<file path="src/rtl/instr_fetch_ctrl_if.sv">
// Bus bundle between the fetch sequencer, the instruction memory and decode.
// The master modport is the fetch sequencer side; slave is the memory/decode side.
interface instr_fetch_ctrl_if;
  logic [31:0] mem_addr;
  logic [31:0] mem_instr;
  logic [31:0] instr;
  logic [31:0] instr_pc;
  logic        instr_valid;
  logic        instr_ready;
  logic        redirect;
  logic [31:0] redirect_pc;
  logic        halt;
  logic        fault;
  logic [15:0] fetch_count;
  logic [1:0]  fsm_state;

  modport master (
    output mem_addr, instr, instr_pc, instr_valid, fault, fetch_count, fsm_state,
    input  mem_instr, instr_ready, redirect, redirect_pc, halt
  );

  modport slave (
    input  mem_addr, instr, instr_pc, instr_valid, fault, fetch_count, fsm_state,
    output mem_instr, instr_ready, redirect, redirect_pc, halt
  );
endinterface

</file>
<file path="src/rtl/instr_fetch_ctrl.sv">
// Fetch sequencer: owns the PC, waits RD_WAIT cycles for the combinational
// instruction memory, then offers the captured word to decode.
module instr_fetch_ctrl #(
  parameter int unsigned RD_WAIT  = 2,
  parameter logic [31:0] RESET_PC = 32'd0,
  parameter logic [31:0] PC_LIMIT = 32'd40
) (
  input logic               clk,
  input logic               rst_n,
  instr_fetch_ctrl_if.master bus
);

  // fsm_state encoding, visible on bus.fsm_state
  localparam logic [1:0] S_IDLE  = 2'd0;
  localparam logic [1:0] S_FETCH = 2'd1;
  localparam logic [1:0] S_HOLD  = 2'd2;
  localparam logic [1:0] S_FAULT = 2'd3;

  localparam logic [3:0] LAST_WAIT = 4'(RD_WAIT - 1);

  logic [1:0]  state;
  logic [31:0] pc;
  logic [31:0] instr_q;
  logic [31:0] instr_pc_q;
  logic        valid_q;
  logic        fault_q;
  logic        start_q;
  logic [15:0] count_q;
  logic [3:0]  wait_cnt;
  logic        handshake;
  logic [31:0] pc_inc;

  // Handshake: instr/instr_pc are held while instr_valid is high and transfer
  // on any rising edge where instr_valid && instr_ready; valid never drops
  // without a transfer except on redirect or reset.
  assign handshake = valid_q & bus.instr_ready;
  assign pc_inc    = pc + 32'd4;

  function automatic logic pc_bad(input logic [31:0] p);
    return (p[1:0] != 2'b00) || (p >= PC_LIMIT);
  endfunction

  always_ff @(posedge clk or negedge rst_n) begin
    if (!rst_n) begin
      state      <= S_FETCH;
      pc         <= RESET_PC;
      instr_q    <= 32'd0;
      instr_pc_q <= 32'd0;
      valid_q    <= 1'b0;
      fault_q    <= 1'b0;
      start_q    <= 1'b1;
      count_q    <= 16'd0;
      wait_cnt   <= 4'd0;
    end else begin
      start_q <= 1'b0;
      if (handshake) begin
        count_q <= count_q + 16'd1;
        valid_q <= 1'b0;
      end
      if (bus.redirect) begin
        pc       <= bus.redirect_pc;
        wait_cnt <= 4'd0;
        valid_q  <= 1'b0;
        if (pc_bad(bus.redirect_pc)) begin
          state   <= S_FAULT;
          fault_q <= 1'b1;
        end else begin
          fault_q <= 1'b0;
          state   <= bus.halt ? S_IDLE : S_FETCH;
        end
      end else begin
        case (state)
          S_FETCH: begin
            // start_q marks the fetch boundary right after reset release
            if (start_q && pc_bad(pc)) begin
              state   <= S_FAULT;
              fault_q <= 1'b1;
            end else if (start_q && bus.halt) begin
              state <= S_IDLE;
            end else if (wait_cnt == LAST_WAIT) begin
              instr_q    <= bus.mem_instr;
              instr_pc_q <= pc;
              valid_q    <= 1'b1;
              wait_cnt   <= 4'd0;
              state      <= S_HOLD;
            end else begin
              wait_cnt <= wait_cnt + 4'd1;
            end
          end
          S_HOLD: begin
            if (handshake) begin
              pc <= pc_inc;
              if (pc_bad(pc_inc)) begin
                state   <= S_FAULT;
                fault_q <= 1'b1;
              end else begin
                state <= bus.halt ? S_IDLE : S_FETCH;
              end
            end
          end
          S_IDLE: begin
            if (!bus.halt) begin
              wait_cnt <= 4'd0;
              if (pc_bad(pc)) begin
                state   <= S_FAULT;
                fault_q <= 1'b1;
              end else begin
                state <= S_FETCH;
              end
            end
          end
          default: ;
        endcase
      end
    end
  end

  assign bus.mem_addr    = pc;
  assign bus.instr       = instr_q;
  assign bus.instr_pc    = instr_pc_q;
  assign bus.instr_valid = valid_q;
  assign bus.fault       = fault_q;
  assign bus.fetch_count = count_q;
  assign bus.fsm_state   = state;

endmodule
</file>
<file path="src/flat_wrapper.sv">
// flat-port wrapper written by rule: the top's interface ports become plain ports
module instr_fetch_ctrl_flat 
#(
  parameter int unsigned RD_WAIT  = 2,
  parameter logic [31:0] RESET_PC = 32'd0,
  parameter logic [31:0] PC_LIMIT = 32'd40
)
  (clk, rst_n, bus_mem_addr, bus_instr, bus_instr_pc, bus_instr_valid, bus_fault, bus_fetch_count, bus_fsm_state, bus_mem_instr, bus_instr_ready, bus_redirect, bus_redirect_pc, bus_halt);
  instr_fetch_ctrl_if bus_i ();
  input logic clk;
  input logic rst_n;
  output wire logic [$bits(bus_i.mem_addr)-1:0] bus_mem_addr;
  output wire logic [$bits(bus_i.instr)-1:0] bus_instr;
  output wire logic [$bits(bus_i.instr_pc)-1:0] bus_instr_pc;
  output wire logic [$bits(bus_i.instr_valid)-1:0] bus_instr_valid;
  output wire logic [$bits(bus_i.fault)-1:0] bus_fault;
  output wire logic [$bits(bus_i.fetch_count)-1:0] bus_fetch_count;
  output wire logic [$bits(bus_i.fsm_state)-1:0] bus_fsm_state;
  input wire logic [$bits(bus_i.mem_instr)-1:0] bus_mem_instr;
  input wire logic [$bits(bus_i.instr_ready)-1:0] bus_instr_ready;
  input wire logic [$bits(bus_i.redirect)-1:0] bus_redirect;
  input wire logic [$bits(bus_i.redirect_pc)-1:0] bus_redirect_pc;
  input wire logic [$bits(bus_i.halt)-1:0] bus_halt;
  assign bus_mem_addr = bus_i.mem_addr;
  assign bus_instr = bus_i.instr;
  assign bus_instr_pc = bus_i.instr_pc;
  assign bus_instr_valid = bus_i.instr_valid;
  assign bus_fault = bus_i.fault;
  assign bus_fetch_count = bus_i.fetch_count;
  assign bus_fsm_state = bus_i.fsm_state;
  assign bus_i.mem_instr = bus_mem_instr;
  assign bus_i.instr_ready = bus_instr_ready;
  assign bus_i.redirect = bus_redirect;
  assign bus_i.redirect_pc = bus_redirect_pc;
  assign bus_i.halt = bus_halt;
  instr_fetch_ctrl #(.RD_WAIT(RD_WAIT), .RESET_PC(RESET_PC), .PC_LIMIT(PC_LIMIT)) u_core (.clk(clk), .rst_n(rst_n), .bus(bus_i));
endmodule
</file>
<file path="config.mk">
export PLATFORM = sky130hd
export DESIGN_NAME = instr_fetch_ctrl_flat
export DESIGN_NICKNAME = d
export VERILOG_FILES = /design/src/rtl/instr_fetch_ctrl_if.sv /design/src/rtl/instr_fetch_ctrl.sv /design/src/flat_wrapper.sv
export SDC_FILE = /design/constraint.sdc
export NUM_CORES = 1
export LEC_CHECK = 0
export ABC_AREA = 1
export BUFFER_PORTS_ARGS = -buffer_cell sky130_fd_sc_hd__buf_2
export CAP_MARGIN = 20
export CORE_MARGIN = 4
export CORE_UTILIZATION = 50
export CTS_CLUSTER_DIAMETER = 50
export DETAILED_ROUTE_END_ITERATION = 8
export PLACE_DENSITY = 0.81
export SYNTH_ARGS = -nofsm -noshare
export SYNTH_HDL_FRONTEND = slang
export SYNTH_SLANG_ARGS = --single-unit
</file>
<file path="constraint.sdc">
create_clock -name clk -period 2.2 [get_ports clk]
set_input_delay 0.44 -clock clk [delete_from_list [all_inputs] [get_ports clk]]
set_output_delay 0.44 -clock clk [all_outputs]
set_load 0.02 [all_outputs]
</file>
==> results of run 1 <==
report_power, final:
group | total (mW) | internal [mW] | switching (mW)
Clock | 2.61 | 1.64 | 0.969
Combinational | 2.57 | 0.857 | 1.71
Sequential | 3.19 | 2.81 | 0.371
cell type report:
type                    count  area share
multi-input cells         586       0.348
repair buffers            229       0.161
inverters                  81      0.0364
clock inverters             7     0.00808
flip-flops and latches    121       0.363
clock buffers              25      0.0580
well taps                 168      0.0251
routing by layer:
layer / GRT usage / share of wire / up-vias / wire length (um)
met5: 0 / 0 / - / 0
met4: 0.0873 / 0.021 / 0 / 414
met3: 0.0529 / 0.080 / 39 / 1580
met2: 0.429 / 0.47 / 275 / 9350
met1: 0.372 / 0.43 / 3051 / 8460
li1: - / - / 3098 / -
cells in the final DEF (no fill, tap or decap), drive strengths merged, types with 4 or more instances in the layout:
cell,instances
clkinv,9
nand3,64
buf,227
inv,78
dfrtp,119
o21ai,53
a21oi,5
o211ai,7
xor2,13
nor2,76
clkbuf,26
nand2,281
nand4,19
xnor2,4
ha,6
nor3,20
a22oi,7
o221ai,16
critical path: cells and delay by family, from the launching register on:
family	cells	cell delay (ps)
adder cells (fa/ha/maj)	1	180
buffers and inverters	1	100
flip-flops	1	410
AND/OR/NAND/NOR	13	1370
sequential cells by signal (all words and copies together) (netlist names):
signal                  flops
u_core.bus.fault            1
u_core.bus.fsm_state        2
u_core.bus.fetch_count     16
u_core.start_q              1
u_core.wait_cnt             4
u_core.bus.mem_addr        32
u_core.bus.instr           32
u_core.bus.instr_valid      1
u_core.bus.instr_pc        32
through the flow:
stage	setup WS, ps	cells	hold WS, ps	total power [mW]	setup TNS, ps
global route	-69.7	1217	257	8.80	-160
detailed placement	-84.7	1177	390	5.74	-156
floorplan	129	814	144	4.69	0
global placement	-25.4	1177	388	5.69	-45.3
finish	23.9	1217	251	8.36	0
CTS	7.43	1210	244	8.36	0
repair_timing:
item | in CTS | in global routing
resized for setup | 3 | 38
setup buffers | 0 | 5
gates cloned | 0 | 2
endpoints found under the hold margin | 25 | 0
hold buffers | 1 | 0
setup endpoints to repair | 3 | 58
pin swaps | 1 | 10
cell families after synthesis:
group,after synthesis,synth area share
xor+xnor,17,0.0237
buf+inv,107,0.0716
flops,121,0.482
other cells,1,0.000596
compound gates,90,0.0875
simple gates,472,0.323
fa+ha+maj,6,0.0119
worst max path at each step:
stage / start / end / slack, ps / cells after the start
after floorplan: u_core.bus.mem_addr[2] / u_core.bus.instr[0] / 130 / 14
after global placement: u_core.bus.mem_addr[3] / u_core.bus.fsm_state[1] / -30 / 14
after detailed placement: u_core.bus.mem_addr[3] / u_core.bus.fsm_state[1] / -80 / 14
after CTS: u_core.bus.mem_addr[3] / u_core.bus.fsm_state[1] / 7 / 14
after global routing: u_core.bus.mem_addr[3] / u_core.bus.fsm_state[1] / -70 / 15
final: u_core.bus.mem_addr[3] / u_core.bus.fsm_state[1] / 20 / 15
==> results.md, run 1 <==
- Area of the multi-input gates: 2910 um^2
- IO Port Bufs: 184
- Synthesized Nets: 889
- Vias in the first global route: 6,082
- Slew Viols, Final: 0
- Status: complete, no violations
- Antenna diode count: 0
- Clock root buffer: clkbuf_16
- Cell mode on critical path: nand2_1
- Slowest CP cell: dfrtp_2
- Overall global routing resource usage: 0.269
- Hold_sp: bus_redirect_pc[8]
- DRT antenna net count: 0
- Vias per inst: 5.31
- Synth cell count leaders: 277 x nand2_1, 119 x dfrtp_1, 70 x inv_1
- HPWL after detailed placement: 14.4 mm
- Hold WC Path Type: in2reg
- Worst hold endpoint: u_core.bus.mem_addr[8]
- Fin. Hold Viols: 0
- Max-Cap Viols: 0
- First-pass GRT wire length: 30.9 mm
- Clk_lat worst skew: 410 ps
- Area Overhead vs Synth: 32.9%
- H-tree Lvls: 4
- Final setup fails: 0
- Filler cell count: 1,060
- Layout cell share with drive strength beyond 1: 0.294
- Vias: 6,463
- Largest net degree at the start of global routing: 66
- GRT overflow: 0
- Worst reg2reg setup slack: 20 ps
- CTS Buf Count: 17
- Die ar.: 14,400 um^2
- Pre-antenna DRT Iters: 7
- Post-synth ARST share: 1.00
- Fin util: 0.688
- Most common cell in the synthesized netlist: nand2_1
- CTS max path bufs: 2
- Static leakage: 4.45 nW
- Post-place instance area: 7600 um^2
- Register area: 3040 um^2
- Core Rows: 40
- CTS tree: built
- Core Region: 12,200 um^2
- Synth warn: 0
- Initial antenna violation count: 0
- Final Critical Period: 2180 ps
- Slew @ Worst Pin: 563 ps
- CTS clk-pin slew, worst paths: 60 ps
- DRC: 0
- CP Max Fanout: 5
- CP cell instances: ha_4, buf_12, nand3_2, nand2_1, nand2_1, nor2_1, nand2_1, nor2_1, nand2_1, nor2_1, nand3_1, nor2_4, nand3_2, nand2_1, nand2_1
- Max incr delay on CP: 410 ps
- Final GP Congestion: 0.939
- Sequential fraction of the synthesis area: 0.482
- Die H: 120 um
- WS Path Type: reg2reg
- Worst r2r path cells: 15
- Power density cells: 1000 nW/um^2
- RR Endpoint: u_core.bus.fsm_state[1]
- Synthesized area per cell: 7.73 um^2
- Initial Utilization: 0.517
- Max-slew headroom: 0.621
- Leading area contributor after synthesis: dfrtp_1
- Period utilization: 0.989
- Max Clk Rate: 460 MHz
- EDFF count, synth: 0
- Setup crit start kind: flip-flop
- Worst path arrival time: 2460 ps
- Post-route cell area: 8360 um^2
- Setup Skew: 5.63 ps
- # IOs: 185
- Detailed router's first-iteration violation count: 498
- Crit path required time: 2490 ps
- Nets: 1,111
- Drt total wl: 19.8 mm
- #FFs+latches synth: 121
- WL per Instance: 16.3 um
- Synth top area share: 0.473
- RSZ-0062 raised after global routing: yes
- Clk sinks: 121
- Die width: 120 um
- Hold path cells: 3
- Syn Std Cell Area: 6290 um^2
- Peak VDD IR: 0.659 mV
- Critical Path Sink Type: flip-flop
- Area contributors post-synth: dfrtp_1 47%, nand2_1 17%, nand3_1 5.1%
- Post-synth top flop: dfrtp_1
- Post-synth cell types: 40
- Worst r2r src: u_core.bus.mem_addr[3]
- Cells after Synth: 814
No activity file was read; power rests on OpenSTA's default activity.
==> inputs of run 2 (changes only) <==
CELL_PAD_IN_SITES_DETAIL_PLACEMENT = 0   (was unset)
CELL_PAD_IN_SITES_GLOBAL_PLACEMENT = 1   (was unset)
CORE_UTILIZATION = 34   (was 50)
CTS_CLUSTER_DIAMETER = unset   (was 50)
PLACE_DENSITY = 0.8   (was 0.81)
clock period = 1.9 ns   (was 2.2 ns; I/O delays follow)
==> run 2 against run 1 <==
  * Via count rose by 4.1%
  * Worst hold slack got worse by 63 ps
  * Global-route usage fell by 6.4 points
  * Combinational power rose by 30%
  * First-iteration DRC count fell by 24%
  * Sequential power rose by 15%
  * The flow now finishes with violations (negative setup slack)
==> results.md, run 2 (same netlist as run 1, synthesis figures left out) <==
- Internal power consumption: 6.54 mW
- Die ar.: 20,800 um^2
- Worst hold endpoint: u_core.bus.instr[15]
- Final Critical Period: 2040 ps
- Worst r2r src: u_core.bus.mem_addr[3]
- Worst r2r path cells: 15
- GRT overflow: 0
- IO Port Bufs: 184
- Final setup fails: 68
- H-tree Lvls: 4
- Wl on met1: 9.79 mm
- Core Region: 18,100 um^2
- Register area: 3040 um^2
- Post-route cell area: 9670 um^2
- Cell mode on critical path: nand2_1
- Detailed router's first-iteration violation count: 376
- Max Clk Rate: 490 MHz
- CTS max path bufs: 2
- Hold_sp: bus_mem_instr[15]
- Hold WC Path Type: in2reg
- Fin. Hold Viols: 0
- Critical Path Sink Type: flip-flop
- DRC: 0
- Status: finished with violations
- Overall global routing resource usage: 0.205
- Met3 wire len: 1.38 mm
- Worst path arrival time: 2340 ps
- Worst reg2reg setup slack: -140 ps
- CTS clk-pin slew, worst paths: 60 ps
- Vias: 6,729
- Post-place instance area: 8490 um^2
- Clock share of power: 0.321
- Final WS setup: -140 ps
- Combinational Power Share: 0.323
- Final GP Congestion: 0.925
- Drt total wl: 21.8 mm
- CP Max Fanout: 4
- Commonest non-fill, non-tap cell in the layout: nand2_1
- Initial Utilization: 0.348
- Power Total: 10.3 mW
- Area Overhead vs Synth: 53.6%
- Antenna diode count: 0
- Metal2 WL: 10.1 mm
- RSZ-0062 raised after global routing: yes
- Max incr delay on CP: 410 ps
- RR Endpoint: u_core.bus.fault
- Vias in the first global route: 6,421
- Net load switching power: 3.77 mW
- Post-route setup TNS: -7100 ps
- CTS Buf Count: 17
- Clk_lat worst skew: 420 ps
- HPWL after detailed placement: 16.2 mm
- Static leakage: 5.11 nW
- Area of the multi-input gates: 3160 um^2
- Period utilization: 1.07
- Max-Cap Viols: 0
- Top sig layer: met5
- Core Rows: 49
- Switching share of total power: 0.365
- Filler cell count: 1,754
- Slowest CP cell: dfrtp_2
- Pre-antenna DRT Iters: 5
- Largest net degree at the start of global routing: 52
- Power density cells: 1070 nW/um^2
- Commonest non-fill, non-tap cells in the layout: 254 x nand2_1, 183 x buf_2, 151 x buf_4
- Peak VDD IR: 0.579 mV
- Power share of the sequential group: 0.357
- CTS tree: built
- Crit path required time: 2200 ps
- Die H: 144 um
- Failing checks: negative setup slack
- CP cell instances: buf_4, nand2_4, nor2_4, nand2_1, nor2_2, buf_4, nand2_1, nand2_1, nand2_1, inv_2, nand3_1, nor2_2, nand3_2, nand2_1, a21oi_2
- DRT antenna net count: 0
- Vias per inst: 4.82
- First-pass GRT wire length: 33.5 mm
- Hold path cells: 3
- Slew Viols, Final: 0
- # IOs: 185
- Clock root buffer: clkbuf_16
- Layout cell share with drive strength beyond 1: 0.420
- Initial antenna violation count: 1
- Clk sinks: 121
- WS Path Type: reg2reg
- WL per Instance: 15.6 um
- Setup Skew: 7.25 ps
- Nets: 1,230
- Setup crit start kind: flip-flop
- Die width: 144 um
[run 2: worst max path at each step]
stage	from	to	slack, ps
2_1_floorplan	u_core.bus.mem_addr[2]	u_core.bus.fsm_state[1]	-10
3_3_place_gp	u_core.bus.mem_addr[4]	u_core.bus.fsm_state[1]	-310
3_5_place_dp	u_core.bus.mem_addr[4]	u_core.bus.fsm_state[1]	-250
4_1_cts	u_core.bus.mem_addr[3]	u_core.bus.fsm_state[1]	-100
5_1_grt	u_core.bus.mem_addr[2]	u_core.bus.fsm_state[1]	-270
6_report	u_core.bus.mem_addr[3]	u_core.bus.fault	-140
[run 2: routing by layer]
layer,up-vias,track usage
li1,3337,-
met1,3164,0.282
met2,197,0.322
met3,29,0.0437
met4,2,0.0723
met5,-,0
[run 2: stage by stage]
| stage | instances | setup slack [ps] | hold slack, ps | utilization |
|---|---|---|---|---|
| after floorplan | 814 | -13.8 | 84.4 | - |
| after global placement | 1337 | -310 | 291 | 0.469 |
| after detailed placement | 1337 | -246 | 297 | 0.469 |
| after CTS | 1380 | -104 | 171 | 0.517 |
| after global routing | 1397 | -268 | 177 | 0.534 |
| final | 1397 | -140 | 188 | 0.534 |
[run 2: final cells by class]
type	count	area share
Multi-Input combinational cell	587	0.326
Inverter	81	0.0320
Sequential cell	121	0.315
Clock buffer	20	0.0483
Clock inverter	12	0.0145
Timing Repair Buffer	347	0.234
Tap cell	229	0.0296
[run 2: power by group through the flow]
stage	clock (mW)	combinational, mW	sequential [mW]
2_1_floorplan	0	0.917	4.52
3_3_place_gp	0	3.18	3.68
3_5_place_dp	0	3.21	3.69
4_1_cts	3.37	3.28	3.67
5_1_grt	3.48	3.64	3.76
6_report	3.31	3.33	3.68
[run 2: what timing repair did]
action | 4_1_cts | 5_1_grt
endpoints found under the setup margin | 72 | 80
hold buffers | 1 | 0
hold endpoints to repair | 19 | 0
resized for setup | 48 | 71
pin swaps | 15 | 36
buffers inserted | 10 | 16
cloned | 0 | 1
[run 2: worst max-delay path, delay by kind of cell (launching register included)]
kind | cells | cell delay (ps)
and+or+nand+nor | 11 | 1080
DFF | 1 | 410
buffers and inverters | 3 | 370
AOI/OAI and AO/OA | 1 | 50
==> inputs of run 3 (changes only) <==
RECOVER_POWER = 50   (was unset)
==> run 3 against run 2 <==
  * The run still ends with negative setup slack left
  * Power fell by 0.19%
  * Clock skew hardly changed
  * Via count is essentially flat
  * Sequential share of layout area is 0.16 points higher
  * Die area stayed put
  * Sequential power about the same
  * Cell area down 0.50%
  * Combinational power hardly changed
  * First-iteration DRC count shrank 5.3%
  * Critical path depth unchanged
  * Critical path type unchanged
  * Largest cell class unchanged
  * Highest routed layer unchanged
==> results.md, run 3 (same netlist as run 1, synthesis figures left out) <==
- Area Overhead vs Synth: 52.8%
- CTS Buf Count: 17
- Power density cells: 1070 nW/um^2
- Period utilization: 1.08
- Detailed router's first-iteration violation count: 356
- CTS tree: built
- Initial antenna violation count: 1
- Pre-antenna DRT Iters: 4
- Final GP Congestion: 0.925
- IO Port Bufs: 184
- Fin util: 0.532
- Slew Viols, Final: 0
- Antenna diode count: 0
- Nets: 1,230
- Switching share of total power: 0.367
- Static leakage: 5.05 nW
- Hold WC Path Type: in2reg
- Die ar.: 20,800 um^2
- Vias: 6,731
- Max-slew headroom: 0.149
- Fin. Hold Viols: 0
- GRT overflow: 0
- Clk_lat worst skew: 420 ps
- Status: finished with violations
- DRT antenna net count: 0
- Peak VDD IR: 0.577 mV
- Placed Instances: 1,337
- Core Region: 18,100 um^2
- Die H: 144 um
- Failing checks: negative setup slack
- Initial Utilization: 0.348
- Clock share of power: 0.321
- Filler cell count: 1,760
- Crit path required time: 2250 ps
- Power share of the sequential group: 0.358
- Layout Cells excl Fill: 1,397
- Final Critical Period: 2050 ps
- Vias in the first global route: 6,421
- Critical Path Sink Type: flip-flop
- Commonest non-fill, non-tap cell in the layout: nand2_1
- Setup crit start kind: flip-flop
- Combinational Power Share: 0.321
- Vias per inst: 4.82
- Core Rows: 49
- WS Path Type: reg2reg
- CTS max path bufs: 2
- Final WS setup: -149 ps
- Max Clk Rate: 488 MHz
- RSZ-0062 raised after global routing: yes
- # IOs: 185
- Drt total wl: 21.9 mm
- Final setup fails: 68
- Clock root buffer: clkbuf_16
- HPWL after detailed placement: 16.2 mm
- Net load switching power: 3.78 mW
- First-pass GRT wire length: 33.5 mm
- Internal power consumption: 6.52 mW
- DRC: 0
- Die width: 144 um
- CP Max Fanout: 5
- Commonest non-fill, non-tap cells in the layout: 256 x nand2_1, 173 x buf_2, 148 x buf_4
- Overall global routing resource usage: 0.205
- Pre-CTS setup slack: -246 ps
- Layout cell share with drive strength beyond 1: 0.404
- H-tree Lvls: 4
- Worst path arrival time: 2400 ps
- Slew @ Worst Pin: 1280 ps
- Max-Cap Viols: 0
- Setup Skew: 7.66 ps
- CTS clk-pin slew, worst paths: 60 ps
- Clk sinks: 121
- WL per Instance: 15.6 um
- Largest net degree at the start of global routing: 52
==> run 3: final timing paths <==
kind                                              from                      end  slack [ps]  cells after the start
worst max-delay path            u_core.bus.mem_addr[2]  u_core.bus.fsm_state[1]        -150                     15
worst min-delay path                 bus_mem_instr[15]     u_core.bus.instr[15]         190                      3
worst max register to register  u_core.bus.mem_addr[2]  u_core.bus.fsm_state[1]        -150                     15
worst min register to register     u_core.bus.instr[3]      u_core.bus.instr[3]         460                      2
max in group asynchronous                        rst_n  u_core.bus.fsm_state[0]         190                      3
min in group asynchronous                        rst_n   u_core.bus.mem_addr[8]         760                      2
==> run 3: critical path: stages (launching register included) <==
cell and delay [ps]:
dfrtp_2 430, buf_6 140, inv_6 70, ha_2 170, nand3_1 110, nand3_2 110
nor2_2 40, nand2_2 90, nand2_2 80, buf_4 140, buf_4 130, nand4_1 60
nand3_1 120, nor3_1 170, nand2_1 70, nand2_1 60
==> run 3: through the flow <==
stage / setup TNS (ps) / instance area [um^2] / power (mW) / hold slack [ps]
final: -7150 / 9620 / 10.3 / 188
after detailed placement: -8530 / 8490 / 6.90 / 297
after floorplan: -20.1 / 6300 / 5.43 / 84.4
after global routing: -20730 / 9620 / 10.9 / 177
after global placement: -9330 / 8490 / 6.85 / 291
after CTS: -4950 / 9360 / 10.3 / 171
==> run 3: routing by layer <==
| metal | vias to the layer above | GRT usage | wire length, um |
|---|---|---|---|
| met5 | - | 0 | 13 |
| met4 | 2 | 0.0723 | 516 |
| met3 | 30 | 0.0437 | 1260 |
| met2 | 182 | 0.322 | 10100 |
| met1 | 3182 | 0.282 | 9930 |
| li1 | 3335 | - | - |
==> run 3: final cells by class <==
class	count	area, um^2	area share
Multi-Input combinational cell	587	3120	0.325
Sequential cell	121	3040	0.316
Timing Repair Buffer	347	2250	0.234
Clock buffer	20	467	0.0485
Inverter	81	309	0.0321
Tap cell	229	287	0.0298
Clock inverter	12	140	0.0146
==> run 3: timing repair <==
item	4_1_cts	5_1_grt
setup endpoints to repair	72	80
buffers inserted	10	16
gates cloned	0	1
hold endpoints to repair	19	0
hold buffers	1	0
pin swaps	15	36
gates resized for setup	48	71
==> run 3: power by group through the flow <==
stage	Clock [mW]	Sequential (mW)	Combinational (mW)
after floorplan	0	4.52	0.917
after global placement	0	3.68	3.18
after detailed placement	0	3.69	3.21
after CTS	3.37	3.67	3.28
after global routing	3.48	3.77	3.61
final	3.31	3.68	3.30
